===== src/rtl/conv_sram_reader.sv =====
`default_nettype none
// ============================================================================
// Module   : conv_sram_reader
// Brief    : Streams len bytes from a 1-cycle-latency SRAM read port starting
//            at base, packs them little-endian into 32-bit words and emits them
//            over a valid/ready handshake with keep/last sideband.
//            Optional macro CONV_SRAM_READER_WRAP_EN: addresses wrap from
//            DEPTH-1 to 0 and every base/len is accepted; without it an
//            out-of-range request is rejected with an err_o pulse.
// Revision : 1.0 - initial release
// ============================================================================
module conv_sram_reader #(
  parameter int ADDR_WIDTH = 9,
  parameter int DEPTH      = 320
) (
  input  logic                  clk_i,
  input  logic                  rst_i,
  input  logic                  start_i,
  input  logic [ADDR_WIDTH-1:0] base_addr_i,
  input  logic [ADDR_WIDTH-1:0] len_i,
  output logic                  sram_csb_o,
  output logic [ADDR_WIDTH-1:0] sram_addr_o,
  input  logic [7:0]            sram_dout_i,
  output logic                  out_valid_o,
  input  logic                  out_ready_i,
  output logic [31:0]           out_data_o,
  output logic [3:0]            out_keep_o,
  output logic                  out_last_o,
  output logic                  busy_o,
  output logic                  done_o,
  output logic                  err_o
);

  typedef enum logic [1:0] {
    ST_IDLE  = 2'd0,
    ST_RUN   = 2'd1,
    ST_DRAIN = 2'd2
  } state_t;

`ifdef CONV_SRAM_READER_WRAP_EN
  localparam logic [ADDR_WIDTH-1:0] c_LAST_ADDR = ADDR_WIDTH'(DEPTH - 1);
`else
  localparam logic [ADDR_WIDTH:0]   c_DEPTH     = (ADDR_WIDTH + 1)'(DEPTH);
`endif

  state_t                r_state;
  logic [ADDR_WIDTH-1:0] r_addr;       // address of the next read to issue
  logic [ADDR_WIDTH-1:0] r_rd_left;    // reads still to issue
  logic [ADDR_WIDTH-1:0] r_cap_left;   // bytes still to capture
  logic                  r_inflight;   // a read was issued on the last edge
  logic [31:0]           r_pk_data;
  logic [2:0]            r_pk_cnt;
  logic                  r_pk_full;    // packer holds a completed word
  logic                  r_pk_last;
  logic                  r_valid;
  logic [31:0]           r_data;
  logic [3:0]            r_keep;
  logic                  r_last;
  logic                  r_done_pulse;
  logic                  r_err_pulse;

  logic                  w_cap_last;
  logic [2:0]            w_cnt_nxt;
  logic [31:0]           w_data_nxt;
  logic                  w_word_done;
  logic                  w_last;
  logic                  w_out_free;
  logic                  w_move;
  logic [2:0]            w_pk_after;
  logic                  w_issue;
  logic [3:0]            w_keep;
  logic [ADDR_WIDTH-1:0] w_addr_nxt;
  logic                  w_start_bad;
`ifndef CONV_SRAM_READER_WRAP_EN
  logic [ADDR_WIDTH:0]   w_end;
`endif

  // Packer merge, word completion, read-issue throttle and address stepping.
  // The throttle looks at the packer occupancy *after* this edge, including a
  // completed word leaving for the output register; that lets the next read
  // overlap the word hand-off and sustain one byte per cycle.
  always_comb begin
    w_cap_last  = r_inflight && (r_cap_left == ADDR_WIDTH'(1));
    w_cnt_nxt   = r_pk_cnt + {2'b00, r_inflight};
    w_data_nxt  = r_pk_data;
    if (r_inflight) begin
      w_data_nxt[{r_pk_cnt[1:0], 3'b000} +: 8] = sram_dout_i;
    end
    w_word_done = r_pk_full || (r_inflight && ((r_pk_cnt == 3'd3) || w_cap_last));
    w_last      = r_pk_full ? r_pk_last : w_cap_last;
    w_out_free  = !r_valid || out_ready_i;
    w_move      = w_word_done && w_out_free;
    w_pk_after  = w_move ? 3'd0 : w_cnt_nxt;
    w_issue     = (r_state == ST_RUN) && !rst_i && (w_pk_after < 3'd4);
    case (w_cnt_nxt)
      3'd1:    w_keep = 4'b0001;
      3'd2:    w_keep = 4'b0011;
      3'd3:    w_keep = 4'b0111;
      default: w_keep = 4'b1111;
    endcase
`ifdef CONV_SRAM_READER_WRAP_EN
    w_addr_nxt  = (r_addr == c_LAST_ADDR) ? '0 : r_addr + ADDR_WIDTH'(1);
    w_start_bad = 1'b0;
`else
    w_addr_nxt  = r_addr + ADDR_WIDTH'(1);
    w_end       = {1'b0, base_addr_i} + {1'b0, len_i};
    w_start_bad = ({1'b0, base_addr_i} >= c_DEPTH) || (w_end > c_DEPTH);
`endif
  end

  // Control FSM: request acceptance, read issue counting and completion.
  always_ff @(posedge clk_i) begin
    if (rst_i) begin
      r_state      <= ST_IDLE;
      r_addr       <= '0;
      r_rd_left    <= '0;
      r_cap_left   <= '0;
      r_inflight   <= 1'b0;
      r_done_pulse <= 1'b0;
      r_err_pulse  <= 1'b0;
    end else begin
      r_done_pulse <= 1'b0;
      r_err_pulse  <= 1'b0;
      r_inflight   <= w_issue;
      if (r_inflight) begin
        r_cap_left <= r_cap_left - ADDR_WIDTH'(1);
      end
      case (r_state)
        ST_IDLE: begin
          if (start_i) begin
            if (w_start_bad) begin
              r_err_pulse <= 1'b1;
            end else if (len_i == '0) begin
              r_done_pulse <= 1'b1;
            end else begin
              r_state    <= ST_RUN;
              r_addr     <= base_addr_i;
              r_rd_left  <= len_i;
              r_cap_left <= len_i;
            end
          end
        end
        ST_RUN: begin
          if (w_issue) begin
            r_addr    <= w_addr_nxt;
            r_rd_left <= r_rd_left - ADDR_WIDTH'(1);
            if (r_rd_left == ADDR_WIDTH'(1)) begin
              r_state <= ST_DRAIN;
            end
          end
        end
        ST_DRAIN: begin
          if (r_valid && r_last && out_ready_i) begin
            r_state <= ST_IDLE;
          end
        end
        default: r_state <= ST_IDLE;
      endcase
    end
  end

  // Byte packer: accumulates captured bytes, holds a finished word if blocked.
  always_ff @(posedge clk_i) begin
    if (rst_i || w_move) begin
      r_pk_data <= '0;
      r_pk_cnt  <= 3'd0;
      r_pk_full <= 1'b0;
      r_pk_last <= 1'b0;
    end else begin
      r_pk_data <= w_data_nxt;
      r_pk_cnt  <= w_cnt_nxt;
      if (w_word_done) begin
        r_pk_full <= 1'b1;
        r_pk_last <= w_last;
      end
    end
  end

  // Output register: loads a finished word, otherwise holds until accepted.
  always_ff @(posedge clk_i) begin
    if (rst_i) begin
      r_valid <= 1'b0;
      r_data  <= '0;
      r_keep  <= '0;
      r_last  <= 1'b0;
    end else if (w_move) begin
      r_valid <= 1'b1;
      r_data  <= w_data_nxt;
      r_keep  <= w_keep;
      r_last  <= w_last;
    end else if (out_ready_i) begin
      r_valid <= 1'b0;
    end
  end

  assign sram_csb_o  = !w_issue;
  assign sram_addr_o = r_addr;
  assign out_valid_o = r_valid;
  assign out_data_o  = r_data;
  assign out_keep_o  = r_keep;
  assign out_last_o  = r_last;
  assign busy_o      = (r_state != ST_IDLE);
  assign done_o      = r_done_pulse ||
                       ((r_state == ST_DRAIN) && r_valid && r_last && out_ready_i);
  assign err_o       = r_err_pulse;

endmodule
`default_nettype wire


===== config.mk =====
export PLATFORM = sky130hd
export DESIGN_NAME = conv_sram_reader
export DESIGN_NICKNAME = d
export VERILOG_FILES = /design/src/rtl/conv_sram_reader.sv
export SDC_FILE = /design/constraint.sdc
export NUM_CORES = 1
export LEC_CHECK = 0
export ABC_AREA = 1
export CORE_MARGIN = 8
export CORE_UTILIZATION = 41
export CTS_BUF_LIST = sky130_fd_sc_hd__clkbuf_8
export DETAILED_ROUTE_END_ITERATION = 12
export GPL_TIMING_DRIVEN = 0
export PLACE_DENSITY_LB_ADDON = 0.1
export SETUP_SLACK_MARGIN = 0.4
export SLEW_MARGIN = 20
export SYNTH_ARGS = -nofsm -noshare
export SYNTH_HDL_FRONTEND = slang
export SYNTH_SLANG_ARGS = --single-unit

===== constraint.sdc =====
create_clock -name clk_i -period 2.1 [get_ports clk_i]
set_input_delay 0.315 -clock clk_i [delete_from_list [all_inputs] [get_ports clk_i]]
set_output_delay 0.315 -clock clk_i [all_outputs]
set_load 0.05 [all_outputs]

Yosys cells after proc, flatten, opt, wreduce, memory -nomap -nowiden
Cells that the tools add are included.

$add $sub $neg: 6. Magnitude comparators: 3. Eq/ne operators: 14. Shift operators: 2. Multiplexer cells: 31. Bitwise logic cells: 2. Reduce and logical (&&, ||, !) cells: 28.

Operator list (count): 9-bit two-way mux (13); 9-bit one-hot mux with 2 select lines (2); 32-bit bitwise mux (1); 32-bit two-way mux (1); 8-bit by 7-bit variable shift with 32-bit output (first input constant) (1); 8-bit by 7-bit indexed part select with 32-bit output (1); 9-bit by 1-bit == test with 1-bit output (second input constant) (2); 9-bit by 1-bit subtractor with 9-bit output (second input constant) (2); 2-bit two-way mux (6); 4-bit one-hot mux with 3 select lines (1); 9-bit by 9-bit adder with 10-bit output (1); 10-bit by 9-bit > comparator with 1-bit output (second input constant) (1); 1-bit logical AND (10); 2-bit != test (second input constant) (5); 9-bit by 1-bit adder with 9-bit output (second input constant) (1); 3-bit by 2-bit == test with 1-bit output (second input constant) (3); 9-bit >= comparator (second input constant) (1); 9-bit zero test (1); 5-bit negation with 7-bit output (1); 1-bit logical OR (6); 2-bit one-hot mux with 3 select lines (1); 6-bit AND reduction (1); 2-bit nonzero test (3); 1-bit two-way mux (5); 13 further kinds (16).

Flip-flop bits (word level): 107. Input port bits: 30. Output and inout port bits: 51. Word-level logic and storage cells: 101.

Longest topological paths before layout
Gate-level depths: netlist (run 1).

Depth in word-level cells: 11. Gate-level depth with buffers: 19. Mapped depth without buffers: 19.

Least setup slack after synthesis (run 1)
OpenSTA, ideal clock, no wires.

Kind: input to register. Start: input port base_addr_i[0]. End: register r_addr[0], in the netlist sram_addr_o[0]. Setup time: 0.117 ns. Arrival time: 2.018 ns. Required time: 1.983 ns. Setup slack: -0.035 ns. Stages: 15. Buffers on the path: 1. Cell sequence: ha_1 > inv_1 > fa_1 > inv_1 > nand3_1 > nand2_1 > nand4_1 > nand2_1 > xor2_1 > nand2_1 > nand2_2 > nand2_4 > buf_6 > a21oi_1 > nor2_1.

Cells in the longest elaborated chain, start to end: 5.

Ends and longest elaborated chain: start: declaration (RTL line 19) `input logic [ADDR_WIDTH-1:0] base_addr_i,`; 9-bit by 9-bit adder with 10-bit output (RTL line 106) `w_end = {1'b0, base_addr_i} + {1'b0, len_i};`; 10-bit by 9-bit > comparator with 1-bit output (RTL line 107) `w_start_bad = ({1'b0, base_addr_i} >= c_DEPTH) || (w_end > c_DEPTH);`; 1-bit logical OR (RTL line 107); 2-bit != test (no source line); 5-bit AND reduction (no source line); end signal: assignment (RTL line 137) `r_addr <= base_addr_i;`; end signal: assignment (RTL line 145) `r_addr <= w_addr_nxt;`; end: declaration (RTL line 47) `logic [ADDR_WIDTH-1:0] r_addr;`.

Parallel ways exist; a longest one is shown, timed or not. The select of a mux whose other input is x is not followed. A chain may end at the register's enable or synchronous reset.

Worst setup path after layout (run 1)
Start: input port base_addr_i[0]. End: register r_cap_left[6].

Cells in the longest elaborated chain, start to end: 6.

Ends and longest elaborated chain: 9-bit by 9-bit adder with 10-bit output (RTL line 106); 10-bit by 9-bit > comparator with 1-bit output (RTL line 107); 1-bit logical OR (*) (RTL line 107); 9-bit two-way mux (*) (RTL line 131) `if (w_start_bad) begin`; 9-bit two-way mux (*) (RTL line 130) `if (start_i) begin`; 9-bit two-way mux (*) (RTL line 128) `case (r_state)`; end signal: assignment (RTL line 126) `r_cap_left <= r_cap_left - ADDR_WIDTH'(1);`; end signal: assignment (RTL line 139) `r_cap_left <= len_i;`; end: declaration (RTL line 49) `logic [ADDR_WIDTH-1:0] r_cap_left;`.

Every way passes the cells marked *; elsewhere a longest branch is shown, timed or not.

==> report_table.html, run 1 <==
<table>
<tr><th>Metric</th><th>Value</th></tr>
<tr><th colspan="2">Global route</th></tr>
<tr><td>Total routing usage reported by global routing</td><td>0.221</td></tr>
<tr><td>First-pass GRT wire length</td><td>29,300 um</td></tr>
<tr><td>Sum of overflow across all layers after global routing</td><td>0</td></tr>
<tr><td>Number of antenna violations at the first check in global routing</td><td>0</td></tr>
<tr><td>Number of global-route vias before repair</td><td>around 5,800</td></tr>
<tr><td>Maximum number of pins on one net before global-route repair</td><td>21</td></tr>
<tr><th colspan="2">Power</th></tr>
<tr><td>Leak</td><td>3.76 nW</td></tr>
<tr><td>Power, Total</td><td>about 8.9 mW</td></tr>
<tr><td>Power density over the cells</td><td>approximately 1000 nW/um2</td></tr>
<tr><td>Maximum vdd ir drop</td><td>just over 0.0005 V</td></tr>
<tr><th colspan="2">Place</th></tr>
<tr><td>HPWL Detailed</td><td>approximately 12,000 um</td></tr>
<tr><td>Placer congestion estimate</td><td>0.876</td></tr>
<tr><td>PortBufs</td><td>80</td></tr>
<tr><th colspan="2">Die</th></tr>
<tr><td>Chip Width</td><td>approximately 130 um</td></tr>
<tr><td>I/O pin cnt</td><td>81</td></tr>
<tr><td>Chip height</td><td>around 130 um</td></tr>
<tr><td>Row count</td><td>between 40 and 50</td></tr>
<tr><td>Floorplan core area</td><td>between 10,000 and 15,000 um2</td></tr>
<tr><td>Effective utilization at floorplan</td><td>0.413</td></tr>
<tr><td>Area enclosed by the die boundary</td><td>between 15,000 and 20,000 um2</td></tr>
<tr><th colspan="2">Setup path</th></tr>
<tr><td>Type of origin of the critical path</td><td>primary input</td></tr>
<tr><td>Worst reg2reg setup slack</td><td>roughly 0.01 ns</td></tr>
<tr><td>Count of cells along the worst register-to-register path</td><td>14</td></tr>
<tr><td>Worst reg2reg path endpoint</td><td>r_rd_left[4]$_SDFFE_PP0P_</td></tr>
<tr><td>Critical path peak fanout</td><td>5</td></tr>
<tr><td>Setup crit end kind</td><td>register</td></tr>
<tr><td>Data arrival time of the critical path</td><td>approximately 2.5 ns</td></tr>
<tr><td>Startpoint of the worst-slack reg-to-reg timing path</td><td>r_pk_cnt[0]$_SDFF_PP0_</td></tr>
<tr><td>Req. time, crit path</td><td>2.44 ns</td></tr>
<tr><td>Start-to-end type of the worst setup path</td><td>in2reg</td></tr>
<tr><th colspan="2">Drt</th></tr>
<tr><td>Number of nets with antenna violations after detailed routing</td><td>0</td></tr>
<tr><td>Ratio of routed vias to standard cells</td><td>between 5 and 6</td></tr>
<tr><td>Aggregate routed wire length</td><td>about 19,000 um</td></tr>
<tr><td>Average wire per cell in the routed design</td><td>around 17 um</td></tr>
<tr><td>Detailed-routing iteration count for the pre-antenna-repair pass</td><td>5</td></tr>
<tr><td>Initial DRC count</td><td>around 240</td></tr>
<tr><td>Drt drc</td><td>0</td></tr>
<tr><td>Vias post-DR</td><td>approximately 5,800</td></tr>
<tr><th colspan="2">Min path</th></tr>
<tr><td>Launch instance of the worst min-delay path</td><td>len_i[1]</td></tr>
<tr><td>End point of the most critical hold path</td><td>r_cap_left[1]$_SDFF_PP0_</td></tr>
<tr><td>Hold-critical path depth</td><td>3</td></tr>
<tr><td>Path category of the worst min-delay check</td><td>in2reg</td></tr>
<tr><th colspan="2">Run status</th></tr>
<tr><td>Violations in the final reports</td><td>negative setup slack</td></tr>
<tr><td>Status</td><td>finished, violations left</td></tr>
<tr><th colspan="2">Logic synthesis</th></tr>
<tr><td>Post-synthesis area per instance</td><td>between 7 and 8 um2</td></tr>
<tr><td>Post-synth top area share</td><td>0.398</td></tr>
<tr><td>Netlist Area Pre-Place</td><td>between 5000 and 6000 um2</td></tr>
<tr><td>Most area-consuming cells after synthesis</td><td>sky130_fd_sc_hd__dfxtp_1, sky130_fd_sc_hd__nand2_1, sky130_fd_sc_hd__o21ai_0, sky130_fd_sc_hd__inv_1, sky130_fd_sc_hd__a21oi_1</td></tr>
<tr><td>Main synth FF type</td><td>sky130_fd_sc_hd__dfxtp_1</td></tr>
<tr><td>Post-synth EDFFs</td><td>0</td></tr>
<tr><td>Post-synthesis register bit count</td><td>roughly 110</td></tr>
<tr><td>Share of flip-flops with an asynchronous set or reset</td><td>0</td></tr>
<tr><td>Share of the yosys chip area belonging to registers</td><td>0.398</td></tr>
<tr><td>Cells after Synth</td><td>764</td></tr>
<tr><td>Warning count from the yosys run</td><td>0</td></tr>
<tr><td>Post-synth cell types</td><td>37</td></tr>
<tr><td>Synth area leader</td><td>sky130_fd_sc_hd__dfxtp_1</td></tr>
<tr><td>Synthesized Nets</td><td>816</td></tr>
<tr><th colspan="2">Timing</th></tr>
<tr><td>Maximum clock skew at final layout</td><td>0.0108 ns</td></tr>
<tr><td>Crit path setup slack, layout</td><td>-0.0204 ns</td></tr>
<tr><td>Clock period minus final worst setup slack</td><td>about 2.1 ns</td></tr>
<tr><td>Final Max Slew Viols</td><td>0</td></tr>
<tr><td>Setup repair after global routing missed its margin</td><td>true</td></tr>
<tr><td>WHS</td><td>between 0.2 and 0.25 ns</td></tr>
<tr><td>Sum of negative setup slack</td><td>-0.0224 ns</td></tr>
<tr><td>Transition time at the pin with the least slew margin</td><td>0.807 ns</td></tr>
<tr><td>Number of failing setup endpoints in the final timing report</td><td>2</td></tr>
<tr><td>Final Hold Viols</td><td>0</td></tr>
<tr><td>Final Cycle Share</td><td>1.01</td></tr>
<tr><td>Max Freq</td><td>approximately 0.47 GHz</td></tr>
<tr><td>Slew margin rel.</td><td>0.462</td></tr>
<tr><th colspan="2">Clock tree</th></tr>
<tr><td>Clock latency reported for the late side of the worst-skew pair</td><td>0.39 ns</td></tr>
<tr><td>Buffers from clock root to sink, at most</td><td>2</td></tr>
<tr><td>Worst-path clk slew</td><td>0.11 ns</td></tr>
<tr><td>Clock root cell</td><td>sky130_fd_sc_hd__clkbuf_8</td></tr>
<tr><td>Clock tree from TritonCTS</td><td>done</td></tr>
<tr><td>Hold bufs inserted after CTS</td><td>0</td></tr>
<tr><td>Clock buffer count from CTS</td><td>9</td></tr>
<tr><td>Number of H-tree levels</td><td>3</td></tr>
<tr><td>Number of clock sinks seen by CTS</td><td>~110</td></tr>
<tr><th colspan="2">Finish</th></tr>
<tr><td>End-of-flow core utilization</td><td>0.682</td></tr>
<tr><td>Number of filler cells placed in the layout</td><td>around 1,100</td></tr>
<tr><td>Final Net Count</td><td>roughly 990</td></tr>
<tr><td>Commonest non-fill, non-tap cells in the layout</td><td>sky130_fd_sc_hd__nand2_1, sky130_fd_sc_hd__dfxtp_1, sky130_fd_sc_hd__inv_1</td></tr>
<tr><td>Area grow syn2layout</td><td>65.2%</td></tr>
<tr><td>Diode insertion count for antenna repair</td><td>0</td></tr>
<tr><td>Leading cell type in the layout, fill and taps excluded</td><td>sky130_fd_sc_hd__nand2_1</td></tr>
<tr><td>Share of cells above drive strength 1</td><td>0.389</td></tr>
<tr><th colspan="2">Job</th></tr>
<tr><td>MaxCap Viol Count</td><td>0</td></tr>
</table>
layout make-up:
class | instances | area, um2 | area share
clock inverters | 7 | 66.3 | 0.00746
multi-input cells | 522 | 3750 | 0.422
clock buffers | 9 | 124 | 0.0139
inverters | 106 | 422 | 0.0474
flip-flops and latches | 107 | 2160 | 0.243
repair buffers | 164 | 1790 | 0.201
plain buffers | 30 | 360 | 0.0405
well taps | 176 | 220 | 0.0248
sequential cells by signal (all words and copies together) (netlist names):
| signal | cells |
|---|---|
| r_state | 2 |
| out_valid_o | 1 |
| r_rd_left | 9 |
| r_pk_cnt | 3 |
| out_last_o | 1 |
| r_inflight | 1 |
| err_o | 1 |
| out_keep_o | 4 |
| r_pk_data | 32 |
| r_cap_left | 9 |
| r_pk_last | 1 |
| r_pk_full | 1 |
| r_done_pulse | 1 |
| sram_addr_o | 9 |
| out_data_o | 32 |
synthesized netlist by cell type, types with 9 or more instances:
cell type,n
sky130_fd_sc_hd__nand2_1,151
sky130_fd_sc_hd__dfxtp_1,107
sky130_fd_sc_hd__inv_1,101
sky130_fd_sc_hd__nor2_1,91
sky130_fd_sc_hd__o21ai_0,76
sky130_fd_sc_hd__a21oi_1,75
sky130_fd_sc_hd__nand3_1,31
sky130_fd_sc_hd__ha_1,21
sky130_fd_sc_hd__clkbuf_1,13
sky130_fd_sc_hd__xor2_1,11
sky130_fd_sc_hd__nor4_1,9
critical path, cell delays in order:
cell,delay [ns]
sky130_fd_sc_hd__buf_6,0.08
sky130_fd_sc_hd__ha_4,0.12
sky130_fd_sc_hd__inv_2,0.03
sky130_fd_sc_hd__fa_2,0.52
sky130_fd_sc_hd__nand2_2,0.05
sky130_fd_sc_hd__a21oi_2,0.10
sky130_fd_sc_hd__nand3_1,0.09
sky130_fd_sc_hd__nor2_1,0.11
sky130_fd_sc_hd__nand2_1,0.06
sky130_fd_sc_hd__nand2_1,0.06
sky130_fd_sc_hd__nand2_1,0.06
sky130_fd_sc_hd__nand2_2,0.10
sky130_fd_sc_hd__buf_6,0.10
sky130_fd_sc_hd__buf_6,0.08
sky130_fd_sc_hd__nand4_1,0.17
sky130_fd_sc_hd__buf_6,0.20
sky130_fd_sc_hd__nand2_2,0.05
sky130_fd_sc_hd__nand2_1,0.04
sky130_fd_sc_hd__nor2_1,0.11
per-stage QoR:
| step | cell area (um2) | instances | setup slack (ns) |
|---|---|---|---|
| after floorplan | 5450 | 764 | 0.0186 |
| after global placement | 6470 | 1020 | -0.846 |
| after detailed placement | 6470 | 1020 | -0.872 |
| after CTS | 8120 | 1103 | -0.0324 |
| after global routing | 8890 | 1121 | -0.157 |
| final | 8890 | 1121 | -0.0204 |
routing by layer:
metal | GRT usage | wire (um)
met1 | 0.238 | 7280
met2 | 0.406 | 9820
met3 | 0.0467 | 1160
met4 | 0.101 | 1130
met5 | 0 | 0
how the worst max path moves through the flow:
| stage | slack [ns] | end | startpoint | depth (start not counted) |
|---|---|---|---|---|
| after floorplan | 0.02 | sram_addr_o[0]$_SDFFE_PP0P_ | base_addr_i[0] | 17 |
| after global placement | -0.85 | r_cap_left[8]$_SDFF_PP0_ | len_i[0] | 16 |
| after detailed placement | -0.87 | r_cap_left[8]$_SDFF_PP0_ | len_i[0] | 16 |
| after CTS | -0.03 | sram_csb_o | r_cap_left[1]$_SDFF_PP0_ | 10 |
| after global routing | -0.16 | r_cap_left[6]$_SDFF_PP0_ | len_i[0] | 19 |
| final | -0.02 | r_cap_left[6]$_SDFF_PP0_ | base_addr_i[0] | 19 |
cell families (layout without fill, tap and decap cells):
family	Yosys count	count (layout)	share of synthesized area
xor+xnor	16	16	0.0260
fa+ha+maj	22	22	0.0525
compound gates	160	160	0.153
mux	4	4	0.00744
simple gates	319	320	0.255
flops	107	107	0.398
buf+inv	136	316	0.108
timing repair:
action	4_1_cts	5_1_grt
gates resized for setup	358	201
gates cloned	17	0
endpoints found under the setup margin	155	112
buffers inserted	50	18
endpoints found under the hold margin	0	0
pin swaps	70	54
report_power, final:
| part | switching [mW] | total, mW | internal [mW] |
|---|---|---|---|
| Sequential | 0.339 | 2.71 | 2.37 |
| Combinational | 2.80 | 4.88 | 2.08 |
| Clock | 0.800 | 1.26 | 0.463 |
(Power assumes the default switching activity.)
==> run 2, diff against run 1 <==
--- a/config.mk
+++ b/config.mk
@@ -6,14 +6,14 @@
 export NUM_CORES = 1
 export LEC_CHECK = 0
 export ABC_AREA = 1
+export CAP_MARGIN = 20
 export CORE_MARGIN = 8
 export CORE_UTILIZATION = 41
 export CTS_BUF_LIST = sky130_fd_sc_hd__clkbuf_8
 export DETAILED_ROUTE_END_ITERATION = 12
 export GPL_TIMING_DRIVEN = 0
-export PLACE_DENSITY_LB_ADDON = 0.1
+export PLACE_DENSITY_LB_ADDON = 0.25
 export SETUP_SLACK_MARGIN = 0.4
-export SLEW_MARGIN = 20
 export SYNTH_ARGS = -nofsm -noshare
 export SYNTH_HDL_FRONTEND = slang
 export SYNTH_SLANG_ARGS = --single-unit
==> run 2 against run 1 <==
The run still ends with negative setup slack left. Combinational power fell by 11%. Register-to-register slack hardly changed. Clock-buffer cell count rose by 1. Non-clock buffer count fell by 22. Wire length shrank 8.9%. Maximum frequency up 0.76%. Clock power about the same. Cell area is 6.9% lower. Sequential share of layout area grew 1.7 points. Critical path type is now reg2reg. Worst setup slack gained 0.016 ns. Core utilization shrank 4.7 points.
==> report_table.html, run 2 (same netlist as run 1, synthesis figures left out) <==
<table>
<tr><th>Metric</th><th>Value</th></tr>
<tr><th colspan="2">Global route</th></tr>
<tr><td>Total routing usage reported by global routing</td><td>0.205 (-0.0163)</td></tr>
<tr><td>First-pass GRT wire length</td><td>27,200 um (-6.9%)</td></tr>
<tr><td>Number of global-route vias before repair</td><td>5,545 (-5.1%)</td></tr>
<tr><td>Maximum number of pins on one net before global-route repair</td><td>20 (-4.8%)</td></tr>
<tr><td>Sum of overflow across all layers after global routing</td><td>0 (unchanged)</td></tr>
<tr><td>Number of antenna violations at the first check in global routing</td><td>0 (unchanged)</td></tr>
<tr><th colspan="2">Finish</th></tr>
<tr><td>Final Net Count</td><td>970 (-2.2%)</td></tr>
<tr><td>Commonest non-fill, non-tap cells in the layout</td><td>sky130_fd_sc_hd__nand2_1, sky130_fd_sc_hd__dfxtp_1, sky130_fd_sc_hd__inv_1</td></tr>
<tr><td>Area grow syn2layout</td><td>53.8%</td></tr>
<tr><td>Share of cells above drive strength 1</td><td>0.327 (-0.0622)</td></tr>
<tr><td>Final std cell area, no fill</td><td>8280 um2 (-6.9%)</td></tr>
<tr><td>Leading cell type in the layout, fill and taps excluded</td><td>sky130_fd_sc_hd__nand2_1</td></tr>
<tr><td>End-of-flow core utilization</td><td>0.635 (-0.0471)</td></tr>
<tr><td>Diode insertion count for antenna repair</td><td>0 (unchanged)</td></tr>
<tr><td>Number of filler cells placed in the layout</td><td>1,160 (+8.7%)</td></tr>
<tr><td>Final cell count without fillers</td><td>1,099 (-2.0%)</td></tr>
<tr><th colspan="2">Die</th></tr>
<tr><td>Chip Width</td><td>131 um (unchanged)</td></tr>
<tr><td>Row count</td><td>42 (unchanged)</td></tr>
<tr><td>Floorplan core area</td><td>13,000 um2 (unchanged)</td></tr>
<tr><td>Area enclosed by the die boundary</td><td>17,100 um2 (unchanged)</td></tr>
<tr><td>Chip height</td><td>131 um (unchanged)</td></tr>
<tr><td>I/O pin cnt</td><td>81 (unchanged)</td></tr>
<tr><td>Effective utilization at floorplan</td><td>0.413 (unchanged)</td></tr>
<tr><th colspan="2">Clock tree</th></tr>
<tr><td>Clock buffer count from CTS</td><td>9 (unchanged)</td></tr>
<tr><td>Buffers from clock root to sink, at most</td><td>2 (unchanged)</td></tr>
<tr><td>Clock latency reported for the late side of the worst-skew pair</td><td>0.39 ns (about the same)</td></tr>
<tr><td>Clock tree from TritonCTS</td><td>done</td></tr>
<tr><td>Number of clock sinks seen by CTS</td><td>107 (unchanged)</td></tr>
<tr><td>Worst-path clk slew</td><td>0.11 ns (about the same)</td></tr>
<tr><td>Clock root cell</td><td>sky130_fd_sc_hd__clkbuf_8</td></tr>
<tr><td>Number of H-tree levels</td><td>3 (unchanged)</td></tr>
<tr><td>Hold bufs inserted after CTS</td><td>0 (unchanged)</td></tr>
<tr><th colspan="2">Timing</th></tr>
<tr><td>Slew margin rel.</td><td>0.514 (+0.0519)</td></tr>
<tr><td>Clock period minus final worst setup slack</td><td>2.10 ns (-0.0159 ns)</td></tr>
<tr><td>Number of failing setup endpoints in the final timing report</td><td>2 (unchanged)</td></tr>
<tr><td>Final Hold Viols</td><td>0 (unchanged)</td></tr>
<tr><td>Maximum clock skew at final layout</td><td>0.0130 ns (+0.00213 ns)</td></tr>
<tr><td>Crit path setup slack, layout</td><td>-0.00449 ns (+0.0159 ns)</td></tr>
<tr><td>Sum of negative setup slack</td><td>-0.00612 ns (+0.0163 ns)</td></tr>
<tr><td>Max Freq</td><td>0.475 GHz (+0.76%)</td></tr>
<tr><td>Setup repair after global routing missed its margin</td><td>true</td></tr>
<tr><td>WHS</td><td>0.255 ns (+0.0483 ns)</td></tr>
<tr><td>Transition time at the pin with the least slew margin</td><td>0.729 ns (-0.0778 ns)</td></tr>
<tr><td>Final Max Slew Viols</td><td>0 (unchanged)</td></tr>
<tr><td>Final Cycle Share</td><td>1.00 (-0.00757)</td></tr>
<tr><th colspan="2">Drt</th></tr>
<tr><td>Drt drc</td><td>0 (unchanged)</td></tr>
<tr><td>Average wire per cell in the routed design</td><td>16.1 um (-7.1%)</td></tr>
<tr><td>Aggregate routed wire length</td><td>17,700 um (-8.9%)</td></tr>
<tr><td>Initial DRC count</td><td>349 (+43%)</td></tr>
<tr><td>Ratio of routed vias to standard cells</td><td>5.05 (-2.3%)</td></tr>
<tr><td>Vias post-DR</td><td>5,545 (-4.3%)</td></tr>
<tr><td>Detailed-routing iteration count for the pre-antenna-repair pass</td><td>5 (unchanged)</td></tr>
<tr><td>Number of nets with antenna violations after detailed routing</td><td>0 (unchanged)</td></tr>
<tr><th colspan="2">Min path</th></tr>
<tr><td>Hold-critical path depth</td><td>3 (unchanged)</td></tr>
<tr><td>Path category of the worst min-delay check</td><td>in2reg</td></tr>
<tr><th colspan="2">Setup path</th></tr>
<tr><td>Type of origin of the critical path</td><td>register</td></tr>
<tr><td>Worst reg2reg path endpoint</td><td>r_rd_left[8]$_SDFFE_PP0P_</td></tr>
<tr><td>Start-to-end type of the worst setup path</td><td>reg2reg</td></tr>
<tr><td>Launch point of the worst path</td><td>r_pk_cnt[0]$_SDFF_PP0_</td></tr>
<tr><td>Data arrival time of the critical path</td><td>2.40 ns (-0.06 ns)</td></tr>
<tr><td>Most frequent CP cell</td><td>sky130_fd_sc_hd__buf_4</td></tr>
<tr><td>Slowest stage delay, CP</td><td>0.34 ns (-0.18 ns)</td></tr>
<tr><td>Req. time, crit path</td><td>2.39 ns (-0.05 ns)</td></tr>
<tr><td>Setup crit end kind</td><td>register</td></tr>
<tr><td>Worst reg2reg setup slack</td><td>-0.004 ns (about the same)</td></tr>
<tr><td>Cell-by-cell listing of the critical path</td><td>buf_4, ha_2, ha_4, xor2_2, nand2_4, buf_4, a21oi_4, nor2_4, buf_12, clkbuf_16, a21oi_2, nor2_1</td></tr>
<tr><td>Count of cells along the worst register-to-register path</td><td>12 (-2)</td></tr>
<tr><td>Critical Path Slowest Stage Cell</td><td>sky130_fd_sc_hd__dfxtp_2</td></tr>
<tr><td>Capturing element of the worst setup path</td><td>r_rd_left[8]$_SDFFE_PP0P_</td></tr>
<tr><td>Critical path peak fanout</td><td>5 (unchanged)</td></tr>
<tr><td>Startpoint of the worst-slack reg-to-reg timing path</td><td>r_pk_cnt[0]$_SDFF_PP0_</td></tr>
<tr><th colspan="2">Job</th></tr>
<tr><td>MaxCap Viol Count</td><td>0 (unchanged)</td></tr>
<tr><th colspan="2">Place</th></tr>
<tr><td>HPWL Detailed</td><td>11,100 um (-6.7%)</td></tr>
<tr><td>Cell area after placement</td><td>6470 um2 (unchanged)</td></tr>
<tr><td>PortBufs</td><td>80 (unchanged)</td></tr>
<tr><td># placed instances</td><td>1,020 (unchanged)</td></tr>
<tr><td>Pre-CTS setup slack</td><td>-0.898 ns (-0.0254 ns)</td></tr>
<tr><td>Placer congestion estimate</td><td>0.853 (-2.6%)</td></tr>
<tr><th colspan="2">Run status</th></tr>
<tr><td>Violations in the final reports</td><td>negative setup slack</td></tr>
<tr><td>Status</td><td>finished, violations left</td></tr>
<tr><th colspan="2">Power</th></tr>
<tr><td>Power, Total</td><td>8.29 mW (-6.3%)</td></tr>
<tr><td>Leak</td><td>3.58 nW (-4.7%)</td></tr>
<tr><td>Maximum vdd ir drop</td><td>0.000681 V (+32%)</td></tr>
<tr><td>Power density over the cells</td><td>1000 nW/um2 (+0.62%)</td></tr>
</table>
[run 2: report_power, final]
part	internal, mW	total [mW]	switching, mW	leakage [nW]
clock network	0.491	1.26	0.773	0.102
logic	1.77	4.33	2.57	2.61
registers	2.37	2.70	0.329	0.871
[run 2: area by class of cell]
| class | count | area (um2) | area share |
|---|---|---|---|
| Clock inverter | 6 | 58.8 | 0.00710 |
| Tap cell | 176 | 220 | 0.0266 |
| Timing Repair Buffer | 142 | 1480 | 0.179 |
| Inverter | 106 | 409 | 0.0494 |
| Timing Repair inverter | 1 | 7.51 | 0.000907 |
| Buffer | 30 | 327 | 0.0394 |
| Sequential cell | 107 | 2150 | 0.260 |
| Clock buffer | 10 | 138 | 0.0166 |
| Multi-Input combinational cell | 521 | 3480 | 0.421 |
[run 2: critical path: cells and delay by family (launching register included)]
kind            cells  cell delay, ns
buf+inv             4            0.60
fa+ha+maj           2            0.36
flops               1            0.34
xor+xnor            1            0.20
compound gates      2            0.31
simple gates        3            0.22
[run 2: timing repair]
| action | CTS | global route |
|---|---|---|
| setup buffers | 43 | 7 |
| gates cloned | 12 | 1 |
| gates resized for setup | 300 | 150 |
| setup endpoints to repair | 155 | 115 |
| pin swaps | 30 | 20 |
[run 2: worst min-delay path by stage]
stage,to,from,slack [ns]
after floorplan,r_rd_left[8]$_SDFFE_PP0P_,r_rd_left[8]$_SDFFE_PP0P_,0.45
after global placement,out_keep_o[1]$_SDFFE_PP0P_,out_keep_o[1]$_SDFFE_PP0P_,0.44
after detailed placement,out_keep_o[1]$_SDFFE_PP0P_,out_keep_o[1]$_SDFFE_PP0P_,0.45
after CTS,r_cap_left[1]$_SDFF_PP0_,len_i[1],0.24
after global routing,r_cap_left[1]$_SDFF_PP0_,len_i[1],0.25
final,r_cap_left[1]$_SDFF_PP0_,len_i[1],0.26
[run 2: routing by layer]
metal	vias up	global-route usage	share of wire
met1	2571	0.227	0.41
met3	44	0.0532	0.058
met4	0	0.0858	0.035
li1	2770	-	-
met2	160	0.363	0.50
met5	-	0	0
==> run 3, diff against run 2 <==
--- a/config.mk
+++ b/config.mk
@@ -7,6 +7,7 @@
 export LEC_CHECK = 0
 export ABC_AREA = 1
 export CAP_MARGIN = 20
+export CORE_ASPECT_RATIO = 1.1
 export CORE_MARGIN = 8
 export CORE_UTILIZATION = 41
 export CTS_BUF_LIST = sky130_fd_sc_hd__clkbuf_8
==> run 3 against run 2 <==
The flow now finishes without violations. Critical path depth shrank 2. Sequential power about the same. Sequential share of layout area is 0.68 points lower.
==> report_table.html, run 3 (same netlist as run 1, synthesis figures left out) <==
<table>
<tr><th>Metric</th><th>Value</th></tr>
<tr><th colspan="2">Die</th></tr>
<tr><td>Floorplan core area</td><td>13,000 um2 (-0.31%)</td></tr>
<tr><td>Chip height</td><td>136 um (+4.3%)</td></tr>
<tr><td>Area enclosed by the die boundary</td><td>17,100 um2 (about the same)</td></tr>
<tr><td>Chip Width</td><td>125 um (-4.1%)</td></tr>
<tr><td>I/O pin cnt</td><td>81 (unchanged)</td></tr>
<tr><td>Effective utilization at floorplan</td><td>0.414 (+0.00127)</td></tr>
<tr><td>Row count</td><td>44 (+4.8%)</td></tr>
<tr><th colspan="2">Min path</th></tr>
<tr><td>Path category of the worst min-delay check</td><td>in2reg</td></tr>
<tr><td>Hold-critical path depth</td><td>3 (unchanged)</td></tr>
<tr><th colspan="2">Timing</th></tr>
<tr><td>Crit path setup slack, layout</td><td>0.0197 ns (+0.0242 ns)</td></tr>
<tr><td>Slew margin rel.</td><td>0.495 (-0.0187)</td></tr>
<tr><td>Final Max Slew Viols</td><td>0 (unchanged)</td></tr>
<tr><td>Setup repair after global routing missed its margin</td><td>true</td></tr>
<tr><td>WHS</td><td>0.227 ns (-0.0282 ns)</td></tr>
<tr><td>Final Cycle Share</td><td>0.991 (-0.0115)</td></tr>
<tr><td>Max Freq</td><td>0.481 GHz (+1.2%)</td></tr>
<tr><td>Maximum clock skew at final layout</td><td>0.0114 ns (-0.00154 ns)</td></tr>
<tr><td>Transition time at the pin with the least slew margin</td><td>0.758 ns (+0.0281 ns)</td></tr>
<tr><td>Clock period minus final worst setup slack</td><td>2.08 ns (-0.0242 ns)</td></tr>
<tr><td>Number of failing setup endpoints in the final timing report</td><td>0 (-2)</td></tr>
<tr><td>Final Hold Viols</td><td>0 (unchanged)</td></tr>
<tr><th colspan="2">Drt</th></tr>
<tr><td>Aggregate routed wire length</td><td>18,500 um (+4.8%)</td></tr>
<tr><td>Number of nets with antenna violations after detailed routing</td><td>0 (unchanged)</td></tr>
<tr><td>Vias post-DR</td><td>5,619 (+1.3%)</td></tr>
<tr><td>Ratio of routed vias to standard cells</td><td>5.21 (+3.3%)</td></tr>
<tr><td>Average wire per cell in the routed design</td><td>17.2 um (+6.9%)</td></tr>
<tr><td>Initial DRC count</td><td>302 (-13%)</td></tr>
<tr><td>Detailed-routing iteration count for the pre-antenna-repair pass</td><td>5 (unchanged)</td></tr>
<tr><td>Drt drc</td><td>0 (unchanged)</td></tr>
<tr><th colspan="2">Clock tree</th></tr>
<tr><td>Clock latency reported for the late side of the worst-skew pair</td><td>0.39 ns (about the same)</td></tr>
<tr><td>Worst-path clk slew</td><td>0.10 ns (about the same)</td></tr>
<tr><td>Buffers from clock root to sink, at most</td><td>2 (unchanged)</td></tr>
<tr><td>Hold bufs inserted after CTS</td><td>0 (unchanged)</td></tr>
<tr><td>Clock tree from TritonCTS</td><td>done</td></tr>
<tr><td>Number of H-tree levels</td><td>3 (unchanged)</td></tr>
<tr><td>Clock buffer count from CTS</td><td>9 (unchanged)</td></tr>
<tr><td>Clock root cell</td><td>sky130_fd_sc_hd__clkbuf_8</td></tr>
<tr><td>Number of clock sinks seen by CTS</td><td>107 (unchanged)</td></tr>
<tr><th colspan="2">Setup path</th></tr>
<tr><td>Type of origin of the critical path</td><td>register</td></tr>
<tr><td>Startpoint of the worst-slack reg-to-reg timing path</td><td>r_pk_cnt[0]$_SDFF_PP0_</td></tr>
<tr><td>Setup crit end kind</td><td>register</td></tr>
<tr><td>Launch point of the worst path</td><td>r_pk_cnt[0]$_SDFF_PP0_</td></tr>
<tr><td>Count of cells along the worst register-to-register path</td><td>10 (-2)</td></tr>
<tr><td>Critical Path Slowest Stage Cell</td><td>sky130_fd_sc_hd__dfxtp_2</td></tr>
<tr><td>Cell-by-cell listing of the critical path</td><td>buf_6, buf_12, clkinvlp_4, ha_4, inv_4, nor2_4, clkinv_4, nor4_4, a21oi_2, a21oi_1</td></tr>
<tr><td>Start-to-end type of the worst setup path</td><td>reg2reg</td></tr>
<tr><td>Logic depth of the worst path, buffers included</td><td>10 (-2)</td></tr>
<tr><td>Data arrival time of the critical path</td><td>2.40 ns (about the same)</td></tr>
<tr><td>Worst reg2reg setup slack</td><td>0.02 ns (+0.02 ns)</td></tr>
<tr><td>WP buf/inv</td><td>5 (+1)</td></tr>
<tr><td>Slowest stage delay, CP</td><td>0.36 ns (+0.02 ns)</td></tr>
<tr><td>Top delay family on crit path</td><td>buffers and inverters</td></tr>
<tr><td>Worst reg2reg path endpoint</td><td>out_data_o[21]$_SDFFE_PP0P_</td></tr>
<tr><td>Capturing element of the worst setup path</td><td>out_data_o[21]$_SDFFE_PP0P_</td></tr>
<tr><td>Critical path peak fanout</td><td>8 (+3)</td></tr>
<tr><td>Req. time, crit path</td><td>2.42 ns (+0.03 ns)</td></tr>
<tr><th colspan="2">Power</th></tr>
<tr><td>Maximum vdd ir drop</td><td>0.000526 V (-23%)</td></tr>
<tr><td>Leak</td><td>3.62 nW (+0.89%)</td></tr>
<tr><td>Internal Dissipation</td><td>4.97 mW (+7.5%)</td></tr>
<tr><td>Switching power of the nets</td><td>3.82 mW (+4.1%)</td></tr>
<tr><td>Portion of total power attributed to the clock network</td><td>0.158 (+0.006)</td></tr>
<tr><td>Switching power share of the total</td><td>0.434 (-0.00789)</td></tr>
<tr><td>Power density over the cells</td><td>1030 nW/um2 (+3.2%)</td></tr>
<tr><td>Portion of total power attributed to sequential cells</td><td>0.309 (-0.016)</td></tr>
<tr><td>Power share of the combinational group</td><td>0.533 (+0.011)</td></tr>
<tr><th colspan="2">Global route</th></tr>
<tr><td>First-pass GRT wire length</td><td>26,100 um (-4.4%)</td></tr>
<tr><td>Number of global-route vias before repair</td><td>5,262 (-5.1%)</td></tr>
<tr><td>Maximum number of pins on one net before global-route repair</td><td>17 (-15%)</td></tr>
<tr><td>Number of antenna violations at the first check in global routing</td><td>0 (unchanged)</td></tr>
<tr><td>Sum of overflow across all layers after global routing</td><td>0 (unchanged)</td></tr>
<tr><td>Total routing usage reported by global routing</td><td>0.190 (-0.0144)</td></tr>
<tr><th colspan="2">Finish</th></tr>
<tr><td>Area grow syn2layout</td><td>58.0%</td></tr>
<tr><td>Leading cell type in the layout, fill and taps excluded</td><td>sky130_fd_sc_hd__nand2_1</td></tr>
<tr><td>Final Net Count</td><td>966 (-0.41%)</td></tr>
<tr><td>Final std cell area, no fill</td><td>8510 um2 (+2.8%)</td></tr>
<tr><td>Share of cells above drive strength 1</td><td>0.374 (+0.0469)</td></tr>
<tr><td>Commonest non-fill, non-tap cells in the layout</td><td>sky130_fd_sc_hd__nand2_1, sky130_fd_sc_hd__dfxtp_1, sky130_fd_sc_hd__inv_1</td></tr>
<tr><td>Diode insertion count for antenna repair</td><td>0 (unchanged)</td></tr>
<tr><td>End-of-flow core utilization</td><td>0.655 (+0.0195)</td></tr>
<tr><th colspan="2">Place</th></tr>
<tr><td>Placer congestion estimate</td><td>0.853 (about the same)</td></tr>
<tr><td>Pre-CTS setup slack</td><td>-0.889 ns (+0.00857 ns)</td></tr>
<tr><td>PortBufs</td><td>80 (unchanged)</td></tr>
<tr><td>Cell area after placement</td><td>6450 um2 (-0.29%)</td></tr>
<tr><td>HPWL Detailed</td><td>11,100 um (+0.21%)</td></tr>
<tr><th colspan="2">Job</th></tr>
<tr><td>MaxCap Viol Count</td><td>0 (unchanged)</td></tr>
<tr><th colspan="2">Run status</th></tr>
<tr><td>Status</td><td>complete, no violations</td></tr>
</table>
run 3: cell type report:
class,count,area (um2)
Buffer,30,344
Clock buffer,9,124
Clock inverter,5,80.1
Fill cell,1050,4490
Inverter,106,419
Multi-Input combinational cell,521,3790
Sequential cell,107,2160
Tap cell,161,201
Timing Repair Buffer,139,1390
run 3: tightest hold or removal path, stage by stage:
cell and delay (ns):
sky130_fd_sc_hd__buf_4 0.13, sky130_fd_sc_hd__nor2_2 0.05, sky130_fd_sc_hd__nor2_1 0.08
run 3: metal layers:
layer | part of all wire | up-vias | track usage
met5 | 0 | - | 0
met4 | 0.041 | 0 | 0.0921
met3 | 0.051 | 50 | 0.0377
met2 | 0.51 | 195 | 0.335
met1 | 0.40 | 2606 | 0.219
li1 | - | 2768 | -
run 3: what timing repair did:
item                       CTS  global route
pin swaps                   24            33
buffers inserted            29            19
gates cloned                 6             5
gates resized for setup    243           311
setup endpoints to repair  155           113
hold endpoints to repair     0             0
run 3: through the flow:
stage | std cells | setup TNS, ns | power (mW)
5_1_grt | 1078 | -2.58 | 9.25
4_1_cts | 1054 | 0 | 7.99
6_report | 1078 | 0 | 8.79
3_5_place_dp | 1005 | -27.86 | 5.87
2_1_floorplan | 764 | 0 | 4.98
3_3_place_gp | 1005 | -27.24 | 5.85
run 3: worst min path at each step:
stage,start,slack (ns),to
final,len_i[1],0.23,r_cap_left[1]$_SDFF_PP0_
after floorplan,r_rd_left[8]$_SDFFE_PP0P_,0.45,r_rd_left[8]$_SDFFE_PP0P_
after global routing,len_i[1],0.24,r_cap_left[1]$_SDFF_PP0_
after global placement,out_keep_o[3]$_SDFFE_PP0P_,0.44,out_keep_o[3]$_SDFFE_PP0P_
after CTS,len_i[1],0.22,r_cap_left[1]$_SDFF_PP0_
after detailed placement,out_keep_o[3]$_SDFFE_PP0P_,0.44,out_keep_o[3]$_SDFFE_PP0P_
run 3: power groups by stage:
stage | clock network, mW | logic, mW | registers, mW
final | 1.38 | 4.69 | 2.72
after global routing | 1.49 | 5.01 | 2.76
after CTS | 1.40 | 3.93 | 2.66
after detailed placement | 0 | 3.19 | 2.68
after global placement | 0 | 3.17 | 2.68
after floorplan | 0 | 1.80 | 3.18
